$ cat config.mk
export PLATFORM = sky130hd
export DESIGN_NAME = des_decrypt_iter
export DESIGN_NICKNAME = d
export VERILOG_FILES = /design/src/rtl/des_pkg.sv /design/src/rtl/des_dec_key_sched.sv /design/src/rtl/des_round_f.sv /design/src/rtl/des_decrypt_iter.sv
export SDC_FILE = /design/constraint.sdc
export NUM_CORES = 1
export LEC_CHECK = 0
export CAP_MARGIN = 0
export CORE_MARGIN = 4
export CORE_UTILIZATION = 38
export CTS_BUF_LIST = sky130_fd_sc_hd__clkbuf_4 sky130_fd_sc_hd__clkbuf_8
export CTS_CLUSTER_SIZE = 25
export DETAILED_ROUTE_END_ITERATION = 7
export GPL_ROUTABILITY_DRIVEN = 1
export PLACE_DENSITY = 0.68
export SYNTH_ARGS = -nofsm -noshare
export SYNTH_HDL_FRONTEND = slang
export SYNTH_SLANG_ARGS = --single-unit
$ cat constraint.sdc
create_clock -name clk -period 6.32 [get_ports clk]
set_clock_uncertainty 0.1 [all_clocks]
set_input_delay 1.264 -clock clk [delete_from_list [all_inputs] [get_ports clk]]
set_output_delay 1.264 -clock clk [all_outputs]
set_load 0.02 [all_outputs]
$ cat src/rtl/des_pkg.sv
`default_nettype none
// ============================================================================
// Module      : des_pkg
// Description : Shared DES definitions: permutation and S-box tables, the
//               decryption shift schedule, FSM state encoding and permutation
//               helper functions. Vectors use [N-1:0] storage with DES bit 1
//               at the MSB, so DES bit n of an N-bit word sits at index N-n.
// Revision    : 1.0 - initial release
// ============================================================================
package des_pkg;

    localparam int c_rounds = 16;

    typedef enum logic [1:0] {
        ST_IDLE  = 2'd0,
        ST_ROUND = 2'd1,
        ST_DONE  = 2'd2
    } des_state_t;

    localparam int c_ip [64] = '{
        58, 50, 42, 34, 26, 18, 10, 2, 60, 52, 44, 36, 28, 20, 12, 4,
        62, 54, 46, 38, 30, 22, 14, 6, 64, 56, 48, 40, 32, 24, 16, 8,
        57, 49, 41, 33, 25, 17,  9, 1, 59, 51, 43, 35, 27, 19, 11, 3,
        61, 53, 45, 37, 29, 21, 13, 5, 63, 55, 47, 39, 31, 23, 15, 7};

    localparam int c_fp [64] = '{
        40, 8, 48, 16, 56, 24, 64, 32, 39, 7, 47, 15, 55, 23, 63, 31,
        38, 6, 46, 14, 54, 22, 62, 30, 37, 5, 45, 13, 53, 21, 61, 29,
        36, 4, 44, 12, 52, 20, 60, 28, 35, 3, 43, 11, 51, 19, 59, 27,
        34, 2, 42, 10, 50, 18, 58, 26, 33, 1, 41,  9, 49, 17, 57, 25};

    localparam int c_pc1 [56] = '{
        57, 49, 41, 33, 25, 17,  9,  1, 58, 50, 42, 34, 26, 18,
        10,  2, 59, 51, 43, 35, 27, 19, 11,  3, 60, 52, 44, 36,
        63, 55, 47, 39, 31, 23, 15,  7, 62, 54, 46, 38, 30, 22,
        14,  6, 61, 53, 45, 37, 29, 21, 13,  5, 28, 20, 12,  4};

    localparam int c_pc2 [48] = '{
        14, 17, 11, 24,  1,  5,  3, 28, 15,  6, 21, 10,
        23, 19, 12,  4, 26,  8, 16,  7, 27, 20, 13,  2,
        41, 52, 31, 37, 47, 55, 30, 40, 51, 45, 33, 48,
        44, 49, 39, 56, 34, 53, 46, 42, 50, 36, 29, 32};

    localparam int c_e [48] = '{
        32,  1,  2,  3,  4,  5,  4,  5,  6,  7,  8,  9,
         8,  9, 10, 11, 12, 13, 12, 13, 14, 15, 16, 17,
        16, 17, 18, 19, 20, 21, 20, 21, 22, 23, 24, 25,
        24, 25, 26, 27, 28, 29, 28, 29, 30, 31, 32,  1};

    localparam int c_p [32] = '{
        16,  7, 20, 21, 29, 12, 28, 17,  1, 15, 23, 26,  5, 18, 31, 10,
         2,  8, 24, 14, 32, 27,  3,  9, 19, 13, 30,  6, 22, 11,  4, 25};

    // Each S-box is 64 nibbles, row-major (row*16 + col), entry 0 in the MSBs.
    localparam logic [255:0] c_sbox [8] = '{
        256'hE4D12FB83A6C5907_0F74E2D1A6CB9538_41E8D62BFC973A50_FC8249175B3EA06D,
        256'hF18E6B34972DC05A_3D47F28EC01A69B5_0E7BA4D158C6932F_D8A13F42B67C05E9,
        256'hA09E63F51DC7B428_D709346A285ECBF1_D6498F30B12C5AE7_1AD069874FE3B52C,
        256'h7DE3069A1285BC4F_D8B56F03472C1AE9_A690CB7DF13E5284_3F06A1D8945BC72E,
        256'h2C417AB6853FD0E9_EB2C47D150FA3986_421BAD78F9C5630E_B8C71E2D6F09A453,
        256'hC1AF92680D34E75B_AF427C9561DE0B38_9EF528C3704A1DB6_432C95FABE17608D,
        256'h4B2EF08D3C975A61_D0B7491AE35C2F86_14BDC37EAF680592_6BD814A7950FE23C,
        256'hD2846FB1A93E50C7_1FD8A374C56B0E92_7B419CE206ADF358_21E74A8DFC90356B};

    // Right-rotation per round, indexed by the 4-bit round counter. Round 16
    // wraps the counter to 0, so entry 0 holds the round-16 amount.
    localparam logic [1:0] c_shift_dec [16] = '{
        2'd1, 2'd0, 2'd1, 2'd2, 2'd2, 2'd2, 2'd2, 2'd2,
        2'd2, 2'd1, 2'd2, 2'd2, 2'd2, 2'd2, 2'd2, 2'd2};

    function automatic logic [63:0] des_ip(input logic [63:0] x);
        logic [63:0] y;
        y = '0;
        for (int i = 0; i < 64; i++) y[63-i] = x[64-c_ip[i]];
        return y;
    endfunction

    function automatic logic [63:0] des_fp(input logic [63:0] x);
        logic [63:0] y;
        y = '0;
        for (int i = 0; i < 64; i++) y[63-i] = x[64-c_fp[i]];
        return y;
    endfunction

    function automatic logic [55:0] des_pc1(input logic [63:0] x);
        logic [55:0] y;
        y = '0;
        for (int i = 0; i < 56; i++) y[55-i] = x[64-c_pc1[i]];
        return y;
    endfunction

    function automatic logic [47:0] des_pc2(input logic [55:0] x);
        logic [47:0] y;
        y = '0;
        for (int i = 0; i < 48; i++) y[47-i] = x[56-c_pc2[i]];
        return y;
    endfunction

    function automatic logic [47:0] des_e(input logic [31:0] x);
        logic [47:0] y;
        y = '0;
        for (int i = 0; i < 48; i++) y[47-i] = x[32-c_e[i]];
        return y;
    endfunction

    function automatic logic [31:0] des_p(input logic [31:0] x);
        logic [31:0] y;
        y = '0;
        for (int i = 0; i < 32; i++) y[31-i] = x[32-c_p[i]];
        return y;
    endfunction

    // Row is formed from the outer bits (DES bits 1 and 6), column from 2..5.
    function automatic logic [3:0] des_sbox(input int n, input logic [5:0] b);
        logic [255:0] t;
        t = c_sbox[n] >> (4 * (63 - int'({b[5], b[0], b[4:1]})));
        return t[3:0];
    endfunction

endpackage
`default_nettype wire

$ cat src/rtl/des_dec_key_sched.sv
`default_nettype none
// ============================================================================
// Module      : des_dec_key_sched
// Description : Reverse-order DES subkey generator. Holds C/D, rotates them
//               right by 0/1/2 and applies PC-2, so successive steps yield
//               K16, K15, ... K1. The subkey reflects the rotated value before
//               it is written back.
// Ports       : clk, rst        clock, synchronous active-high reset
//               i_load          load C/D from i_cd (PC-1 of the key)
//               i_cd     [55:0] C0D0
//               i_step          commit the rotated C/D
//               i_shift  [1:0]  right-rotation amount for this round
//               o_subkey [47:0] PC-2 of the rotated C/D
// Revision    : 1.0 - initial release
// ============================================================================
module des_dec_key_sched
    import des_pkg::*;
(
    input  logic        clk,
    input  logic        rst,
    input  logic        i_load,
    input  logic [55:0] i_cd,
    input  logic        i_step,
    input  logic [1:0]  i_shift,
    output logic [47:0] o_subkey
);

    logic [27:0] r_c;
    logic [27:0] r_d;
    logic [27:0] w_c_rot;
    logic [27:0] w_d_rot;

    always_comb begin
        w_c_rot = r_c;
        w_d_rot = r_d;
        case (i_shift)
            2'd0: begin
                w_c_rot = r_c;
                w_d_rot = r_d;
            end
            2'd1: begin
                w_c_rot = {r_c[0], r_c[27:1]};
                w_d_rot = {r_d[0], r_d[27:1]};
            end
            default: begin
                w_c_rot = {r_c[1:0], r_c[27:2]};
                w_d_rot = {r_d[1:0], r_d[27:2]};
            end
        endcase
    end

    assign o_subkey = des_pc2({w_c_rot, w_d_rot});

    always_ff @(posedge clk) begin
        if (rst) begin
            r_c <= '0;
            r_d <= '0;
        end else if (i_load) begin
            r_c <= i_cd[55:28];
            r_d <= i_cd[27:0];
        end else if (i_step) begin
            r_c <= w_c_rot;
            r_d <= w_d_rot;
        end
    end

endmodule
`default_nettype wire

$ cat src/rtl/des_round_f.sv
`default_nettype none
// ============================================================================
// Module      : des_round_f
// Description : DES round function f(R, K): expansion, key mix, S-boxes and
//               the post-S-box permutation. Purely combinational.
// Ports       : i_r      [31:0] right half
//               i_subkey [47:0] round subkey
//               o_f      [31:0] f output
// Revision    : 1.0 - initial release
// ============================================================================
module des_round_f
    import des_pkg::*;
(
    input  logic [31:0] i_r,
    input  logic [47:0] i_subkey,
    output logic [31:0] o_f
);

    logic [47:0] w_x;
    logic [31:0] w_s;

    assign w_x = des_e(i_r) ^ i_subkey;

    for (genvar g = 0; g < 8; g++) begin : g_sbox
        assign w_s[31-4*g -: 4] = des_sbox(g, w_x[47-6*g -: 6]);
    end

    assign o_f = des_p(w_s);

endmodule
`default_nettype wire

$ cat src/rtl/des_decrypt_iter.sv
`default_nettype none
// ============================================================================
// Module      : des_decrypt_iter
// Description : Iterative single-block DES decryption, one Feistel round per
//               clock. Accept -> 16 rounds -> plaintext held until consumed.
// Ports       : clk, rst           clock, synchronous active-high reset
//               in_valid/in_ready  ciphertext/key handshake
//               ciphertext [63:0]  DES bit 1 at the MSB
//               key        [63:0]  parity bits ignored
//               out_valid/out_ready plaintext handshake
//               plaintext  [63:0]  stable while out_valid is high
//               busy               high while rounds run or result pending
// Revision    : 1.0 - initial release
// ============================================================================
module des_decrypt_iter
    import des_pkg::*;
(
    input  logic        clk,
    input  logic        rst,
    input  logic        in_valid,
    output logic        in_ready,
    input  logic [63:0] ciphertext,
    input  logic [63:0] key,
    output logic        out_valid,
    input  logic        out_ready,
    output logic [63:0] plaintext,
    output logic        busy
);

    // The 4-bit counter holds rounds 1..15 directly; round 16 reads as 0.
    localparam logic [3:0] c_last_rnd = 4'(c_rounds);

    des_state_t  r_state;
    logic [3:0]  r_rnd;
    logic [31:0] r_l;
    logic [31:0] r_r;
    logic        r_out_valid;
    logic        r_busy;
    logic [63:0] r_plaintext;

    logic [63:0] w_ip;
    logic [47:0] w_subkey;
    logic [31:0] w_f;
    logic [31:0] w_l_next;
    logic [31:0] w_r_next;
    logic        w_accept;

    assign in_ready  = (r_state == ST_IDLE) && !rst;
    assign w_accept  = in_valid && in_ready;
    assign w_ip      = des_ip(ciphertext);
    assign w_l_next  = r_r;
    assign w_r_next  = r_l ^ w_f;

    des_dec_key_sched u_key_sched (
        .clk      (clk),
        .rst      (rst),
        .i_load   (w_accept),
        .i_cd     (des_pc1(key)),
        .i_step   (r_state == ST_ROUND),
        .i_shift  (c_shift_dec[r_rnd]),
        .o_subkey (w_subkey)
    );

    des_round_f u_round_f (
        .i_r      (r_r),
        .i_subkey (w_subkey),
        .o_f      (w_f)
    );

    always_ff @(posedge clk) begin
        if (rst) begin
            r_state     <= ST_IDLE;
            r_rnd       <= 4'd0;
            r_l         <= '0;
            r_r         <= '0;
            r_out_valid <= 1'b0;
            r_busy      <= 1'b0;
            r_plaintext <= '0;
        end else begin
            case (r_state)
                ST_IDLE: begin
                    if (in_valid) begin
                        r_l     <= w_ip[63:32];
                        r_r     <= w_ip[31:0];
                        r_rnd   <= 4'd1;
                        r_busy  <= 1'b1;
                        r_state <= ST_ROUND;
                    end
                end
                ST_ROUND: begin
                    r_l   <= w_l_next;
                    r_r   <= w_r_next;
                    r_rnd <= r_rnd + 4'd1;
                    if (r_rnd == c_last_rnd) begin
                        // Final swap: the output block is R16 || L16.
                        r_plaintext <= des_fp({w_r_next, w_l_next});
                        r_out_valid <= 1'b1;
                        r_state     <= ST_DONE;
                    end
                end
                ST_DONE: begin
                    if (out_ready) begin
                        r_out_valid <= 1'b0;
                        r_busy      <= 1'b0;
                        r_state     <= ST_IDLE;
                    end
                end
                default: begin
                    r_out_valid <= 1'b0;
                    r_busy      <= 1'b0;
                    r_state     <= ST_IDLE;
                end
            endcase
        end
    end

    assign out_valid = r_out_valid;
    assign plaintext = r_plaintext;
    assign busy      = r_busy;

endmodule
`default_nettype wire

==> run summary <==
Max FO, Critical Path = 24
dpl cells = 2664
post-cts resize count = 0
H-tree lvl count = 4
DR DRC count = 0
syn_area_per_cell = 7.570 um2
routed len/inst = 23.21 um
I/O Buffers = 190
Final Critical Period = 5.323 ns
FILL cells = 4023
Top FF cell, synth = dfxtp_1
cell taking the most area after synthesis = dfxtp_1
Final Max Slew Viols = 0
Core Rows = 73
number of global-route vias before repair = 15840
core area = 40010 um2
worst hold slack = 0.3614 ns
worst-margin pin slew = 1.350 ns
f_max = 187.9 MHz
Total GRT Usage = 0.2727
Max VDD drop = 0.0001502 V
Crit. End Element = flop
synthesized flop and latch total = 192
initial antenna violation count = 0
Setup WS pre-CTS = 1.126 ns
outcome = completed
internal reg-to-reg setup slack = 1.0 ns
RR Endpoint = r_r[31]
Setup WS post-layout = 0.9968 ns
Worst-Skew Late Latency = 0.55 ns
initial cell density of the core = 0.3870
RSZ-0062 raised after global routing = false
Lkg Pwr = 6.611 nW
CTS Buffer Depth = 2
EDFF count, synth = 0
Mapped Area = 15480 um2
area delta synth->final = 18.06%
worst min path class = reg2reg
CP Class = reg2reg
Setup Fix Bufs, Post-CTS = 0
first-pass detailed-route iteration total = 8
Synth cell types = 102
nature of the critical path startpoint = flop
cell depth of the worst hold path = 2
Worst slew margin = 0.09990
fin crit share = 0.8423
critical path launch point = r_rnd[0]
Finished Layout Cells = 2696
ys async rst share = 0
Antenna Violating Nets Remaining = 0
dominant cells by area after synthesis = dfxtp_1, nor2_1, ha_1
Via density = 6.263
total CTS buffers = 17
I/O pins = 199
largest net degree at the start of global routing = 85
Die W = 209.8 um
commonest non-fill, non-tap cell in the layout = nor2_1
Hold Crit Start = plaintext[7]
CTS root buf = clkbuf_8
most frequent cells in the layout = nor2_1, dfxtp_1, clkdlybuf4s50_1
die area = 44030 um2
final instance area = 18280 um2
CP arrival = 5.63 ns
layout cells sized above 1 = 0.09212
Post-CTS Hold Buffers = 0
routability congestion estimate = 0.9644
Detail Placement HPWL = 45790 um
power per cell area = 391.3 nW/um2
Congestion Overflow GR = 0
Die Ht = 209.8 um
register area share after synthesis = 0.2483
Synth warnings = 0
Setup TNS Final = 0 ns
Setup Viol. Count Final = 0
antenna cells = 0
CTS sink count = 192
Worst Setup EP = r_r[31]
TritonCTS clock tree = done
Hold Fails Final Rpt = 0
Area after DPL = 17870 um2
total wire length = 62580 um
CP Data Required Time = 6.63 ns
first-pass GRT wire length = 95280 um
max-cap violations = 0
vias = 16890
FF-to-FF path depth = 18
Synthesized Nets = 2244
Reg-to-Reg Start = r_rnd[0]
top-area cell type share of the netlist area = 0.2483
Nets = 2357
cells after synthesis = 2045
CTS clk-pin slew, worst paths = 0.12 ns
Iter 0 DRT Violations = 2200
[per-layer routing]
metal / routed length, um / track usage
met1: 26670 / 0.3702
met2: 27920 / 0.4263
met3: 4880 / 0.04245
met4: 3112 / 0.1258
met5: 0 / 0
[flip-flops by register name, indices dropped and copies added, names as in the netlist]
signal,cells
plaintext,64
r_l,32
r_r,32
u_key_sched.r_c,28
u_key_sched.r_d,28
r_rnd,4
r_state,2
busy,1
out_valid,1
[critical path, cell delays in order, from the launching register on]
cell and delay [ns]:
dfxtp_1 0.47, ha_1 0.19, inv_1 0.04, ha_1 0.33
nand2b_1 0.22, buf_4 0.23, o21a_2 0.57, o311ai_2 0.22
xnor2_1 0.82, inv_2 0.24, ha_1 0.28, nand2_1 0.07
a21oi_1 0.07, o41ai_1 0.39, a21oi_1 0.09, o211ai_1 0.30
xor2_1 0.13, a222oi_1 0.34, nor2_1 0.07
[through the flow]
stage / power, mW / utilization
after floorplan: 4.833 / -
after global placement: 6.143 / 0.4466
after detailed placement: 6.204 / 0.4466
after CTS: 7.083 / 0.4568
after global routing: 7.622 / 0.4568
final: 7.152 / 0.4568
[final cells by class]
cell class	count	area, um2	area share
Clock buffer	17	234.0	0.01280
Clock inverter	15	176.4	0.009653
Inverter	86	322.8	0.01766
Timing Repair Buffer	249	2346	0.1284
Tap cell	525	656.9	0.03594
Multi-Input combinational cell	1612	10700	0.5853
Sequential cell	192	3844	0.2103
[where the power goes]
part / total (mW) / switching, mW / leakage [nW] / internal, mW
combinational: 4.71 / 2.91 / 4.84 / 1.81
sequential: 1.56 / 0.202 / 1.57 / 1.36
clock: 0.876 / 0.544 / 0.198 / 0.333
total: 7.15 / 3.65 / 6.61 / 3.50
[logic make-up after synthesis]
logic type                 count (synthesis)  share of synthesized area
muxes                                     48                    0.03896
adders and majority gates                 67                    0.05415
AOI/OAI and AO/OA                        629                     0.2881
DFF                                      192                     0.2483
xor gates and xnor gates                  94                    0.06829
and+or+nand+nor                          774                     0.2387
buffers and inverters                    241                    0.06353
[synth_stat cells (13+ instances only)]
cell / instances
ha_1: 67
or3_1: 36
buf_2: 29
a21oi_1: 166
o211ai_1: 40
or3b_2: 17
nand2_1: 188
nor2_1: 262
o22ai_1: 30
o21ai_0: 50
a211oi_1: 45
xnor2_1: 60
nand3b_1: 17
o32ai_1: 17
mux2i_1: 31
a22oi_1: 63
nor4_1: 16
a31oi_1: 26
xnor2_2: 20
nand3_1: 49
nor3_1: 102
clkbuf_1: 107
inv_1: 79
dfxtp_1: 192
a221oi_1: 35
o21ai_1: 13
[how the worst min path moves through the flow]
| stage | to | slack [ns] |
|---|---|---|
| 3_3_place_gp | plaintext[51] | 0.34 |
| 6_report | plaintext[7] | 0.36 |
| 2_1_floorplan | plaintext[53] | 0.33 |
| 5_1_grt | plaintext[60] | 0.38 |
| 4_1_cts | plaintext[39] | 0.36 |
| 3_5_place_dp | plaintext[21] | 0.35 |
Note: power is estimated with default switching activity, not from simulation.
